[config.mk]
export PLATFORM = sky130hd
export DESIGN_NAME = lsu_mem_ctrl
export DESIGN_NICKNAME = d
export VERILOG_FILES = /design/src/rtl/lsu_pkg.sv /design/src/rtl/lsu_load_align.sv /design/src/rtl/lsu_mem_ctrl.sv
export SDC_FILE = /design/constraint.sdc
export NUM_CORES = 1
export LEC_CHECK = 0
export CORE_ASPECT_RATIO = 1.1
export CORE_UTILIZATION = 49
export CTS_CLUSTER_DIAMETER = 40
export DETAILED_ROUTE_END_ITERATION = 7
export MAX_ROUTING_LAYER = met4
export PLACE_DENSITY = 0.87
export SETUP_SLACK_MARGIN = 0.02
export SLEW_MARGIN = 20
export SYNTH_ARGS = -nofsm -noshare
export SYNTH_HDL_FRONTEND = slang
export SYNTH_HIERARCHICAL = 1
export SYNTH_SLANG_ARGS = --single-unit
[constraint.sdc]
create_clock -name clk -period 5.84 [get_ports clk]
set_input_delay 0.876 -clock clk [delete_from_list [all_inputs] [get_ports clk]]
set_output_delay 0.876 -clock clk [all_outputs]
set_load 0.01 [all_outputs]
[src/rtl/lsu_pkg.sv]
// Shared definitions for the load/store sequencer: op codes, error codes,
// FSM state encoding and small op-classification helpers.
package lsu_pkg;

  typedef enum logic [2:0] {
    LSU_LW  = 3'd0,
    LSU_LB  = 3'd1,
    LSU_LBU = 3'd2,
    LSU_LH  = 3'd3,
    LSU_LHU = 3'd4,
    LSU_SW  = 3'd5,
    LSU_SB  = 3'd6,
    LSU_SH  = 3'd7
  } lsu_op_e;

  localparam logic [1:0] ERR_OK       = 2'd0;
  localparam logic [1:0] ERR_MISALIGN = 2'd1;
  localparam logic [1:0] ERR_TIMEOUT  = 2'd2;

  typedef enum logic [1:0] {
    ST_IDLE   = 2'd0,
    ST_ACCESS = 2'd1,
    ST_RESP   = 2'd2
  } lsu_state_e;

  function automatic logic is_store(input lsu_op_e op);
    logic res;
    res = (op == LSU_SW) || (op == LSU_SB) || (op == LSU_SH);
    return res;
  endfunction

  // Halves need an even address, words need the low two bits clear.
  function automatic logic is_misaligned(input lsu_op_e op, input logic [1:0] lo);
    logic res;
    res = 1'b0;
    case (op)
      LSU_LH, LSU_LHU, LSU_SH: res = lo[0];
      LSU_LW, LSU_SW:          res = (lo != 2'b00);
      default:                 res = 1'b0;
    endcase
    return res;
  endfunction

endpackage

[src/rtl/lsu_load_align.sv]
// Load result alignment: picks the big-endian byte/half lane out of the
// returned memory word and sign- or zero-extends it. Stores yield zero.
module lsu_load_align
  import lsu_pkg::*;
(
  input  logic [31:0] word,
  input  lsu_op_e     op,
  input  logic [1:0]  addr_lo,
  output logic [31:0] result
);

  logic [7:0]  byte_sel;
  logic [15:0] half_sel;

  // Lane selection (lane 0 is the most significant byte) and extension
  always_comb begin
    byte_sel = 8'h00;
    case (addr_lo)
      2'd0:    byte_sel = word[31:24];
      2'd1:    byte_sel = word[23:16];
      2'd2:    byte_sel = word[15:8];
      default: byte_sel = word[7:0];
    endcase
    half_sel = addr_lo[1] ? word[15:0] : word[31:16];

    result = 32'h0000_0000;
    case (op)
      LSU_LW:  result = word;
      LSU_LB:  result = {{24{byte_sel[7]}}, byte_sel};
      LSU_LBU: result = {24'h00_0000, byte_sel};
      LSU_LH:  result = {{16{half_sel[15]}}, half_sel};
      LSU_LHU: result = {16'h0000, half_sel};
      default: result = 32'h0000_0000;
    endcase
  end

endmodule

[src/rtl/lsu_mem_ctrl.sv]
// Load/store sequencer between the MEM stage and a single-port data memory.
// IDLE -> ACCESS (hold request until ack or timeout) -> RESP (done pulse).
// Optional build macro LSU_MISALIGN_TRAP_EN: misaligned requests skip the
// memory cycle and complete with err=1; otherwise low address bits that do
// not fit the access size are ignored.
module lsu_mem_ctrl
  import lsu_pkg::*;
#(
  parameter int TIMEOUT = 16,
  parameter int CNT_W   = 5
) (
  input  logic        clk,
  input  logic        rst_n,
  input  logic        req_valid,
  input  logic [2:0]  req_op,
  input  logic [31:0] req_addr,
  input  logic [31:0] req_wdata,
  output logic        stall,
  output logic        done,
  output logic [1:0]  err,
  output logic [31:0] rdata,
  output logic        mem_req,
  output logic        mem_we,
  output logic [31:0] mem_addr,
  output logic [3:0]  mem_be,
  output logic [31:0] mem_wdata,
  input  logic        mem_ack,
  input  logic [31:0] mem_rdata
);

  lsu_state_e        state, state_nxt;
  lsu_op_e           req_op_e;
  lsu_op_e           op_q;
  logic [1:0]        addr_lo_q;
  logic [CNT_W-1:0]  cnt;
  logic              trap;
  logic              start_acc, start_trap, ack_hit, to_hit;
  logic [3:0]        be_nxt;
  logic [31:0]       wdata_nxt;
  logic [31:0]       load_res;

  assign req_op_e = lsu_op_e'(req_op);

`ifdef LSU_MISALIGN_TRAP_EN
  assign trap = is_misaligned(req_op_e, req_addr[1:0]);
`else
  assign trap = 1'b0;
`endif

  // State register
  always_ff @(posedge clk or negedge rst_n) begin
    if (!rst_n) state <= ST_IDLE;
    else        state <= state_nxt;
  end

  // Next state, stall/done and the per-cycle events the datapath acts on
  always_comb begin
    state_nxt  = state;
    stall      = 1'b0;
    done       = 1'b0;
    start_acc  = 1'b0;
    start_trap = 1'b0;
    ack_hit    = 1'b0;
    to_hit     = 1'b0;
    case (state)
      ST_IDLE: begin
        if (req_valid && rst_n) begin
          stall = 1'b1;
          if (trap) begin
            start_trap = 1'b1;
            state_nxt  = ST_RESP;
          end else begin
            start_acc = 1'b1;
            state_nxt = ST_ACCESS;
          end
        end
      end
      ST_ACCESS: begin
        stall = 1'b1;
        // An ack on the last allowed cycle still counts as success.
        if (mem_ack) begin
          ack_hit   = 1'b1;
          state_nxt = ST_RESP;
        end else if (cnt == CNT_W'(TIMEOUT - 1)) begin
          to_hit    = 1'b1;
          state_nxt = ST_RESP;
        end
      end
      ST_RESP: begin
        done      = 1'b1;
        state_nxt = ST_IDLE;
      end
      default: state_nxt = ST_IDLE;
    endcase
  end

  // Byte enables and replicated store data for the incoming request
  always_comb begin
    be_nxt    = 4'b1111;
    wdata_nxt = 32'h0000_0000;
    case (req_op_e)
      LSU_LB, LSU_LBU, LSU_SB: be_nxt = 4'b1000 >> req_addr[1:0];
      LSU_LH, LSU_LHU, LSU_SH: be_nxt = req_addr[1] ? 4'b0011 : 4'b1100;
      default:                 be_nxt = 4'b1111;
    endcase
    case (req_op_e)
      LSU_SW:  wdata_nxt = req_wdata;
      LSU_SB:  wdata_nxt = {4{req_wdata[7:0]}};
      LSU_SH:  wdata_nxt = {2{req_wdata[15:0]}};
      default: wdata_nxt = 32'h0000_0000;
    endcase
  end

  lsu_load_align u_load_align (
    .word    (mem_rdata),
    .op      (op_q),
    .addr_lo (addr_lo_q),
    .result  (load_res)
  );

  // Memory handshake registers, timeout counter and response registers
  always_ff @(posedge clk or negedge rst_n) begin
    if (!rst_n) begin
      mem_req   <= 1'b0;
      mem_we    <= 1'b0;
      mem_addr  <= 32'h0000_0000;
      mem_be    <= 4'b0000;
      mem_wdata <= 32'h0000_0000;
      op_q      <= LSU_LW;
      addr_lo_q <= 2'b00;
      cnt       <= '0;
      err       <= ERR_OK;
      rdata     <= 32'h0000_0000;
    end else begin
      if (start_acc) begin
        mem_req   <= 1'b1;
        mem_we    <= is_store(req_op_e);
        mem_addr  <= {req_addr[31:2], 2'b00};
        mem_be    <= be_nxt;
        mem_wdata <= wdata_nxt;
        op_q      <= req_op_e;
        addr_lo_q <= req_addr[1:0];
        cnt       <= '0;
      end
      if (start_trap) begin
        err   <= ERR_MISALIGN;
        rdata <= 32'h0000_0000;
      end
      if (ack_hit) begin
        mem_req <= 1'b0;
        mem_we  <= 1'b0;
        rdata   <= load_res;
        err     <= ERR_OK;
      end else if (to_hit) begin
        mem_req <= 1'b0;
        mem_we  <= 1'b0;
        rdata   <= 32'h0000_0000;
        err     <= ERR_TIMEOUT;
      end else if (state == ST_ACCESS) begin
        cnt <= cnt + CNT_W'(1);
      end
      // Response fields are only meaningful alongside done.
      if (state == ST_RESP) begin
        err   <= ERR_OK;
        rdata <= 32'h0000_0000;
      end
    end
  end

endmodule
-- Yosys cells after proc, flatten, opt, wreduce, memory -nomap -nowiden
Cells that the tools add are included.
- bits in registers: 114
- mux-type cells: 35
- equality and inequality tests: 18
- add/sub/neg operators: 1
- shift-type cells: 1
- reduce and logical (&&, ||, !) cells: 11
- operators by type and width (kind ; number):
    $pmux W32 S5 ; 1
    $mux W32 ; 3
    $pmux W32 S3 ; 1
    $pmux W8 S3 ; 1
    $mux W5 ; 4
    $mux W16 ; 1
    $eq A3 B3 Y1 const B ; 5
    $mux W1 ; 14
    $eq A3 B2 Y1 const B ; 4
    $mux W2 ; 6
    $pmux W4 S2 ; 1
    $eq A3 B1 Y1 const B ; 2
    $reduce_bool A3 Y1 ; 2
    $reduce_or A3 Y1 ; 2
    $add A5 B1 Y5 const B ; 1
    $eq A5 B4 Y1 const B ; 1
    $eq A2 B1 Y1 const B ; 2
    $eq A2 B2 Y1 const B ; 2
    $logic_not A2 Y1 ; 2
    $mux W4 ; 1
    $pmux W2 S2 ; 1
    $shr A4 B2 Y4 const A ; 1
    $logic_not A3 Y1 ; 1
    $ne A3 B3 Y1 const B ; 1
    other kinds (5) ; 6

-- Logic depth before layout (Yosys ltp)
Gate-level depths: netlist of run 1.
- depth after elaboration: 7
- mapped depth: 7

-- By module
Netlist of run 1, hierarchy kept.
- modules (own cells, without submodules) (module ; area each (um^2) ; instances ; cells each ; sequential area each (um^2)):
    lsu_mem_ctrl ; 4644.5 ; 1 ; 425 ; 2827.7
    lsu_load_align ; 1148.6 ; 1 ; 133 ; 0.0

-- Worst setup path before layout of run 1
OpenSTA, ideal clock, no wires.
- path kind: in2reg
- start: in mem_rdata[7]
- end: reg rdata[10]
- data required time: 5719 ps
- setup slack: 3810 ps
- cell stages on the path: 4
- buffers on the path: 0
- arrival: 1909 ps
- path through: mux4_2 -> nand4b_1 -> o221ai_1 -> a22o_1
- word-level cells in the longest chain between the ends: 4
- ends and longest elaborated chain (what ; line ; text):
    from (decl) ; lsu_mem_ctrl.sv:28 ; input logic [31:0] mem_rdata
    $pmux W8 S3 ; lsu_load_align.sv:18 ; case (addr_lo)
    $pmux W32 S5 ; lsu_load_align.sv:27 ; case (op)
    net load_res[10] ; lsu_mem_ctrl.sv:40 ; logic [31:0] load_res;
    $mux W32 ; lsu_mem_ctrl.sv:149 ; if (ack_hit) begin
    $mux W32 ; lsu_mem_ctrl.sv:163 ; if (state == ST_RESP) begin
    to (signal assigned) ; lsu_mem_ctrl.sv:152 ; rdata <= load_res;
    to (decl) ; lsu_mem_ctrl.sv:21 ; output logic [31:0] rdata,
The timed path passes the listed nets, and every way through them passes these cells.
A chain may end at the register's enable or synchronous reset.

-- Worst setup path after layout of run 1
- start: in rst_n
- end: out stall
- word-level cells in the longest chain between the ends: 3
- ends and longest elaborated chain (what ; line ; text):
    from (decl) ; lsu_mem_ctrl.sv:13 ; input logic rst_n,
    $logic_and A1 B1 Y1 ; lsu_mem_ctrl.sv:67 ; if (req_valid && rst_n) begin
    $mux W1 ; -- ;
    $pmux W1 S2 ; lsu_mem_ctrl.sv:65 ; case (state)
    to (decl) ; lsu_mem_ctrl.sv:18 ; output logic stall,
No other way between the ends.

==> flow_summary_export.csv, run 1 <==
group,metric,value,unit
synthesis,synth_cells,558,
sta,rsz0062_at_grt,"no",
sta,setup_tns,0,ns
synthesis,synth_xor_xnor_area_share,0.00302,
pwr,p_per_area,405,nW/um2
final_layout,diodes,0,
die,initial_core_util,0.504,
setup_path,slowest_delay,0.54,ns
clock_network,cts_buffers,17,
hold_path,hold_class,"flip-flop to flip-flop",
detailed_routing,dr.pass1.iters,6,
die,die_w,106,um
clock_network,clockRootBuffer,"clkbuf_16",
synthesis,synth_cell_types,51,
sta,setup_viol,0,
place,dp_hpwl,12.5,mm
global_route,antenna_found_initial,0,
clock_network,htreeDepth,4,
global_route,grt_pass1_wl,28.3,mm
global_route,grt_max_degree,73,
final_layout,area_delta_synth_final,45.5,%
setup_path,crit_path_cell_trace,"buf_4 > a21oi_1 > nor2_1 > clkdlybuf4s50_1",
final_layout,finalInstanceArea,8430,um2
detailed_routing,ant_nets,0,
synthesis,synth-main-ff-cell,"dfrtp_1",
global_route,grt-ovfl-total,0,
global_route,track_usage,0.316,
sta,fmax,319,MHz
place,portBuffers,205,
setup_path,crit_arrival,2.26,ns
synthesis,synth_warnings,6,
setup_path,worstPathRequired,4.96,ns
setup_path,startpoint_type,"primary input",
clock_network,clock_sinks,113,
die,die_h,116,um
setup_path,crit_slowest_cell,"buf_4",
synthesis,syn_area,5790,um2
synthesis,synthAdderAreaFrac,0.00432,
die,rows,41,
detailed_routing,drtIter0Drc,433,
final_layout,final_cells,896,
clock_network,cts_setup_buffers,0,
synthesis,synth_top_family_by_area,"compound AO/OA/AOI/OAI gates",
synthesis,synth-compound-area-share,0.236,
synthesis,avgSynthCellArea,10.4,um2
die,core_area,11500,um2
sta,fin_skew,0.0101,ns
detailed_routing,wire_per_inst,20.2,um
detailed_routing,via_count,5475,
clock_network,hold_buffers,0,
sta,timing.final.crit_share,0.537,
outcome,status,"finished, final reports clean",
clock_network,cts.clk_slew.worst_paths,0.05,ns
place,dpl.cell_count,865,
die,ioPinCount,209,
sta,maxSlewHeadroom,0.229,
pwr,p_leak,3.62,nW
synthesis,synth_edf_count,0,
synthesis,async_flop_share,1.00,
final_layout,nets,839,
setup_path,cp_top_family,"buffers and inverters",
clock_network,cts_tree,"built",
final_layout,drive_gt1_frac,0.114,
place,gp_congestion,0.973,
setup_path,crit_buf_inv,2,
sta,slew_viol_final,0,
clock_network,cts_max_path_buffers,2,
sta,fin_ws,2.71,ns
setup_path,critPathMaxFanout,54,
sta,tightest_slew,1.15,ns
synthesis,yosysSeqAreaShare,0.488,
detailed_routing,wl,18.1,mm
sta,min_period,3.13,ns
job,maxCapViolations,0,
setup_path,path_class,"primary input to output pin",
die,die_area,12300,um2
detailed_routing,drc,0,
place,pre_cts_ws,2.35,ns
setup_path,end_kind,"output pin",
clock_network,clock_latency,0.41,ns
pwr,irDropWorstVdd,216,uV
synthesis,synthMuxAreaShare,0.0849,
sta,hold_violations,0,
sta,whs,0.470,ns
synthesis,synth_seq_cells,113,
clock_network,cts_resized,0,
global_route,grt_pass1_vias,5368,
synthesis,synth-simple-area-share,0.129,
detailed_routing,viasPerCell,6.11,
place,place_area,7780,um2
==> per-layer routing <==
layer | GRT usage | part of all wire | routed length, um
met1 | 0.380 | 0.38 | 6800
met4 | 0.114 | 0.026 | 471
met2 | 0.515 | 0.50 | 9010
met3 | 0.0866 | 0.10 | 1850
met5 | - | 0 | 0
==> state kept, by name (all words and copies together), names as in the netlist, 2 cells and up <==
signal / flops
mem_wdata: 32
mem_be: 4
rdata: 32
cnt: 5
mem_addr: 30
addr_lo_q: 2
op_q: 3
state: 2
==> cell usage after synthesis (2+ instances only) <==
library cell,n,area share
a22oi_1,46,0.060
nand2_1,133,0.086
nand3_1,8,0.0069
o21ai_2,8,0.012
o22a_1,4,0.0060
ha_1,2,0.0043
o221ai_1,7,0.011
dfrtp_1,113,0.49
xor2_1,2,0.0030
o21ai_0,10,0.0086
o21ai_1,10,0.0086
and3_1,2,0.0022
nor2_1,9,0.0058
a22o_1,43,0.065
a31oi_1,2,0.0022
nor2b_1,4,0.0043
o2bb2ai_1,16,0.024
mux4_2,8,0.031
mux2i_1,3,0.0052
buf_2,28,0.024
nor2_2,2,0.0022
buf_6,5,0.0097
buf_1,4,0.0026
a21oi_1,4,0.0035
inv_1,6,0.0039
mux2_2,25,0.049
a32oi_1,9,0.014
o211ai_1,9,0.012
buf_4,6,0.0078
clkbuf_1,9,0.0058
==> cell type report <==
type / count / area, um2
sequential: 113 / 2830
clock buffer: 22 / 494
fill: 783 / 3060
timing repair buffer: 207 / 2060
clock inverter: 9 / 153
inverter: 7 / 26.3
multi-input combinational: 388 / 2680
tap: 150 / 188
==> where the power goes <==
part	switching (mW)	leakage (nW)	internal [mW]	total (mW)
combinational	0.532	1.83	0.623	1.16
sequential	0.163	1.47	0.976	1.14
clock	0.353	0.322	0.767	1.12
==> placed cells by master, fill, tap and decap left out, types with 3 or more instances in the layout <==
cell,n
mux2i_1,3
a21oi_1,4
o21ai_2,8
buf_4,3
clkdlybuf4s50_1,204
nand2_1,133
clkbuf_8,5
a32oi_1,9
o21ai_0,10
a22o_1,43
nand3_1,8
o21ai_1,10
mux2_2,25
dfrtp_1,113
conb_1,3
o22a_1,4
nor2b_1,3
clkbuf_16,17
mux4_2,8
a22oi_1,46
o2bb2ai_1,16
o211ai_1,9
clkinv_2,3
nor2_1,9
bufinv_16,4
inv_1,6
o221ai_1,7
==> stage by stage <==
stage	power, mW	util
2_1_floorplan	1.70	-
3_3_place_gp	2.25	0.677
3_5_place_dp	2.28	0.677
4_1_cts	3.42	0.733
5_1_grt	3.57	0.734
6_report	3.42	0.734
==> worst min-delay path: cells and delay by family (launching register included) <==
family	cells	cell delay, ns
simple gates	2	0.11
flops	1	0.33
==> path summary, 6_finish.rpt <==
check,startpoint,to,slack [ns],depth (start not counted)
max in group asynchronous,rst_n,rdata[7],4.08,2
min in group asynchronous,rst_n,rdata[14],0.52,1
worst min-delay path,mem_addr[2],mem_addr[2],0.47,2
worst max register to register,addr_lo_q[1],rdata[31],3.14,5
worst max-delay path,rst_n,stall,2.71,4
worst min register to register,mem_addr[2],mem_addr[2],0.47,2
==> cells by family after synthesis <==
| family | Yosys count |
|---|---|
| compound gates | 174 |
| xor+xnor | 2 |
| fa+ha+maj | 2 |
| buf+inv | 59 |
| flops | 113 |
| mux | 36 |
| other cells | 1 |
| simple gates | 171 |
Power figures use the tool's default switching activity.
==> run 2, diff against run 1 <==
Settings changed: CORE_UTILIZATION 49 to 41, PLACE_DENSITY 0.87 to 0.77.
Clock period 5.84 ns to 2.71 ns, I/O delays scaled along.
==> flow_summary_export.csv, run 2 (same netlist as run 1, synthesis figures left out) <==
group,metric,value,unit
outcome,status,"finished, final reports clean",
pwr,p_sw,2.33,mW
clock_network,cts_tree,"built",
final_layout,n_fill_cell,1136,
sta,tightest_slew,1.15,ns
final_layout,drive_gt1_frac,0.125,
clock_network,cts_resized,0,
final_layout,layout_commonest_cell,"clkdlybuf4s50_1",
setup_path,rr_worst_depth,4,
pwr,seq_power_share,0.337,
sta,hold_violations,0,
pwr,p_int,4.80,mW
setup_path,path_class,"primary input to output pin",
clock_network,clock_latency,0.41,ns
clock_network,clock_sinks,113,
hold_path,hold_class,"primary input to async pin",
pwr,pwr-share-comb,0.357,
final_layout,seqCellArea,2830,um2
final_layout,reg.largest.list,"mem_wdata x32, rdata x32, mem_addr x30",
global_route,grtUsageMet3,0.0779,
detailed_routing,drc,0,
die,die_h,127,um
final_layout,multi_input_area,2680,um2
setup_path,r2r_setup_slack,0.57,ns
global_route,grt-ovfl-total,0,
global_route,grt_max_degree,113,
sta,whs,0.426,ns
detailed_routing,ant_nets,0,
die,die_area,14600,um2
pwr,p_leak,3.62,nW
setup_path,end_kind,"output pin",
detailed_routing,viasPerCell,5.66,
global_route,antenna_found_initial,0,
place,dp_hpwl,12.8,mm
global_route,track_usage,0.259,
setup_path,timing.rr.start,"op_q[1]",
sta,setup_tns,0,ns
sta,rsz0062_at_grt,"no",
detailed_routing,wire_per_inst,18.9,um
sta,fmax,439,MHz
detailed_routing,via_count,5347,
pwr,switching_share,0.327,
sta,setup_viol,0,
detailed_routing,drtIter0Drc,366,
global_route,grt_pass1_vias,5380,
pwr,irDropWorstVdd,336,uV
setup_path,startpoint_type,"primary input",
setup_path,r2r-end,"rdata[8]",
die,ioPinCount,209,
place,gp_congestion,0.902,
clock_network,clockRootBuffer,"clkbuf_16",
pwr,p_per_area,838,nW/um2
setup_path,crit_slowest_cell,"dlygate4sd3_1",
sta,timing.final.crit_share,0.841,
pwr,p_clk_frac,0.306,
setup_path,crit_arrival,1.87,ns
setup_path,crit_path_cell_trace,"dlygate4sd3_1 > buf_4 > a21oi_1 > nor2_1 > clkdlybuf4s50_1",
clock_network,cts_buffers,17,
global_route,grt_pass1_wl,27.9,mm
setup_path,crit_buf_inv,3,
place,portBuffers,205,
final_layout,nets,849,
detailed_routing,wl,17.8,mm
job,maxCapViolations,0,
sta,maxSlewHeadroom,0.233,
clock_network,cts_max_path_buffers,2,
detailed_routing,dr.pass1.iters,5,
die,initial_core_util,0.420,
final_layout,area_delta_synth_final,47.0,%
final_layout,diodes,0,
die,core_area,13800,um2
setup_path,worstPathRequired,2.30,ns
sta,fin_skew,0.00779,ns
sta,slew_viol_final,0,
global_route,grt_busiest_layer,"met2",
sta,min_period,2.28,ns
setup_path,critPathMaxFanout,5,
global_route,grt_use_met1,0.310,
clock_network,cts.clk_slew.worst_paths,0.06,ns
setup_path,slowest_delay,0.57,ns
final_layout,final_cell_mix,"clkdlybuf4s50_1 (204), nand2_1 (133), dfrtp_1 (113), a22oi_1 (46), a22o_1 (43)",
global_route,met2_usage,0.408,
die,die_w,115,um
setup_path,cp_top_family,"buffers and inverters",
clock_network,htreeDepth,4,
die,rows,45,
[run 2: cell types whose count changed in the layout (fill, tap and decap cells not counted)]
cell,change
buf_12,+2
buf_4,+7
bufinv_16,-3
clkbuf_8,-3
clkinv_2,-3
clkinvlp_4,+6
dlygate4sd3_1,+1
inv_6,+4
[run 2: how the worst max path moves through the flow]
stage | start | cells past startpoint | endpoint | slack [ns]
4_1_cts | rst_n | 5 | stall | 0.43
5_1_grt | rst_n | 5 | stall | 0.39
2_1_floorplan | cnt[0] | 6 | cnt[2] | 0.83
3_5_place_dp | mem_rdata[31] | 5 | rdata[8] | 0.37
6_report | rst_n | 5 | stall | 0.43
3_3_place_gp | mem_rdata[31] | 5 | rdata[8] | 0.41
[run 2: power groups by stage]
stage | Combinational (mW) | Sequential (mW) | Clock [mW]
finish | 2.54 | 2.41 | 2.19
CTS | 2.55 | 2.41 | 2.22
floorplan | 1.14 | 2.53 | 0
global placement | 2.48 | 2.41 | 0
detailed placement | 2.54 | 2.42 | 0
global route | 2.74 | 2.46 | 2.30
[run 2: routing by layer]
| layer | wire length [um] | share of wire |
|---|---|---|
| met3 | 1520 | 0.085 |
| met4 | 447 | 0.025 |
| met1 | 7120 | 0.40 |
| met2 | 8740 | 0.49 |
| met5 | 0 | 0 |
[run 2: timing repair]
item / in CTS / in global routing
hold buffers: 1 / 0
buffers inserted: 0 / 0
hold endpoints to repair: 1 / 0
[run 2: final cells by class]
type / count / area share
Sequential cell: 113 / 0.332
Multi-Input combinational cell: 388 / 0.314
Timing Repair Buffer: 217 / 0.255
Clock buffer: 19 / 0.0532
Tap cell: 188 / 0.0276
Clock inverter: 13 / 0.0150
Inverter: 7 / 0.00309
[run 2: metrics by stage]
stage	setup slack, ns	power [mW]	util	instances	cell area [um2]
2_1_floorplan	0.834	3.67	-	560	5800
3_3_place_gp	0.408	4.88	0.574	912	7920
3_5_place_dp	0.367	4.96	0.574	912	7920
4_1_cts	0.430	7.17	0.617	945	8510
5_1_grt	0.392	7.50	0.617	945	8510
6_report	0.431	7.14	0.617	945	8510
[run 2: worst register-to-register path: cells and delay by family (launching register included)]
| family | cells | cell delay, ns |
|---|---|---|
| AOI/OAI and AO/OA | 3 | 0.68 |
| DFF | 1 | 0.49 |
| and+or+nand+nor | 1 | 0.92 |
==> run 3, diff against run 2 <==
Clock period 2.71 ns to 1.9 ns, I/O delays scaled along.
==> flow_summary_export.csv, run 3 (same netlist as run 1, synthesis figures left out) <==
group,metric,value,unit
global_route,track_usage,0.267,
detailed_routing,via_count,5554,
sta,rsz0062_at_grt,"yes",
sta,timing.final.crit_share,0.989,
final_layout,diodes,0,
sta,fin_skew,0.00599,ns
die,die_area,14600,um2
hold_path,hold_class,"primary input to async pin",
sta,min_period,1.88,ns
die,die_h,127,um
die,initial_core_util,0.420,
sta,slew_viol_final,0,
sta,setup_viol,0,
place,gp_congestion,0.870,
clock_network,htreeDepth,4,
sta,maxSlewHeadroom,0.499,
clock_network,clock_latency,0.41,ns
setup_path,startpoint_type,"flip-flop",
sta,fmax,532,MHz
global_route,grt_max_degree,113,
clock_network,cts_tree,"built",
final_layout,reg.largest.list,"mem_wdata x32, rdata x32, mem_addr x30",
sta,whs,0.0113,ns
job,maxCapViolations,0,
final_layout,drive_gt1_frac,0.176,
place,dp_hpwl,13.2,mm
detailed_routing,ant_nets,0,
place,pre_cts_ws,-0.144,ns
die,ioPinCount,209,
global_route,grt_pass1_wl,28.8,mm
detailed_routing,drtIter0Drc,444,
setup_path,end_kind,"flip-flop",
sta,fin_ws,0.0215,ns
die,die_w,115,um
final_layout,area_delta_synth_final,54.0,%
final_layout,layout_commonest_cell,"clkdlybuf4s50_1",
setup_path,critPathMaxFanout,4,
global_route,grt-ovfl-total,0,
detailed_routing,dr.pass1.iters,5,
clock_network,clock_sinks,113,
final_layout,n_fill_cell,1102,
setup_path,worstPathRequired,2.20,ns
clock_network,cts.clk_slew.worst_paths,0.06,ns
clock_network,cts_max_path_buffers,2,
detailed_routing,wire_per_inst,18.7,um
detailed_routing,viasPerCell,5.66,
clock_network,cts_buffers,17,
outcome,status,"finished, final reports clean",
final_layout,final_cell_mix,"clkdlybuf4s50_1 (203), nand2_1 (133), dfrtp_1 (110), a22oi_1 (46), buf_4 (44)",
global_route,grt_pass1_vias,5500,
detailed_routing,wl,18.4,mm
sta,tightest_slew,0.750,ns
setup_path,crit_arrival,2.18,ns
final_layout,nets,887,
pwr,p_per_area,1180,nW/um2
clock_network,clockRootBuffer,"clkbuf_16",
pwr,p_leak,3.87,nW
detailed_routing,drc,0,
global_route,antenna_found_initial,0,
setup_path,path_class,"flip-flop to flip-flop",
sta,hold_violations,0,
place,portBuffers,205,
die,rows,45,
die,core_area,13800,um2
pwr,irDropWorstVdd,539,uV
run 3: cell count changes in the layout (fill, tap and decap cells not counted), sizes merged, moves of 2 or more:
| cell | previous run | this run |
|---|---|---|
| buf | 12 | 50 |
| inv | 10 | 6 |
| clkinvlp | 6 | 3 |
| bufinv | 1 | 3 |
| clkbuf | 19 | 21 |
| clkinv | 3 | 5 |
run 3: area by class of cell:
type                       instances  area (um2)  area share
clock buffer                      21         480      0.0539
clock inverter                    10         133      0.0149
multi-input combinational        388        2710       0.304
sequential                       113        2830       0.317
inverter                           7        26.3     0.00295
timing repair buffer             255        2500       0.281
tap                              188         235      0.0264
run 3: final timing paths:
path                                   start  slack (ns)           end  cells past startpoint
worst max-delay path                  cnt[1]        0.02        cnt[3]                      7
worst min-delay path                   rst_n        0.01     rdata[11]                      2
worst max register to register        cnt[1]        0.02        cnt[3]                      7
worst min register to register  mem_addr[18]        0.47  mem_addr[18]                      2
max in group asynchronous              rst_n        1.39      state[1]                      2
min in group clk                req_addr[13]        0.40  mem_addr[13]                      3
run 3: what timing repair did:
action	4_1_cts	5_1_grt
buffers inserted	2	5
gates resized for setup	3	10
setup endpoints to repair	18	38
pin swaps	0	3
endpoints found under the hold margin	1	0
hold buffers	1	0
run 3: power breakdown:
part           internal, mW  switching (mW)
clock                  2.18            1.10
combinational          2.13            1.76
sequential             3.00           0.382
total                  7.32            3.24
run 3: stage by stage:
stage | TNS (ns) | power, mW | cell area, um2 | cells | util
finish | 0 | 10.6 | 8920 | 982 | 0.647
global route | -0.161 | 11.1 | 8920 | 982 | 0.647
CTS | -0.0117 | 10.6 | 8840 | 977 | 0.641
detailed placement | -2.79 | 7.24 | 8200 | 943 | 0.595
global placement | -2.26 | 7.15 | 8200 | 943 | 0.595
floorplan | 0 | 5.24 | 5800 | 560 | -
run 3: critical path: stages (launching register included):
cell and delay [ns]:
dfrtp_1 0.38, ha_2 0.20, and3_4 0.19, ha_4 0.16
nor4b_4 0.39, buf_4 0.20, nand4_1 0.10, mux2i_1 0.14
run 3: routing by layer:
layer  share of wire  GRT usage
met1            0.40      0.328
met2            0.48      0.403
met3           0.096     0.0755
met4           0.034      0.132
met5               0          -
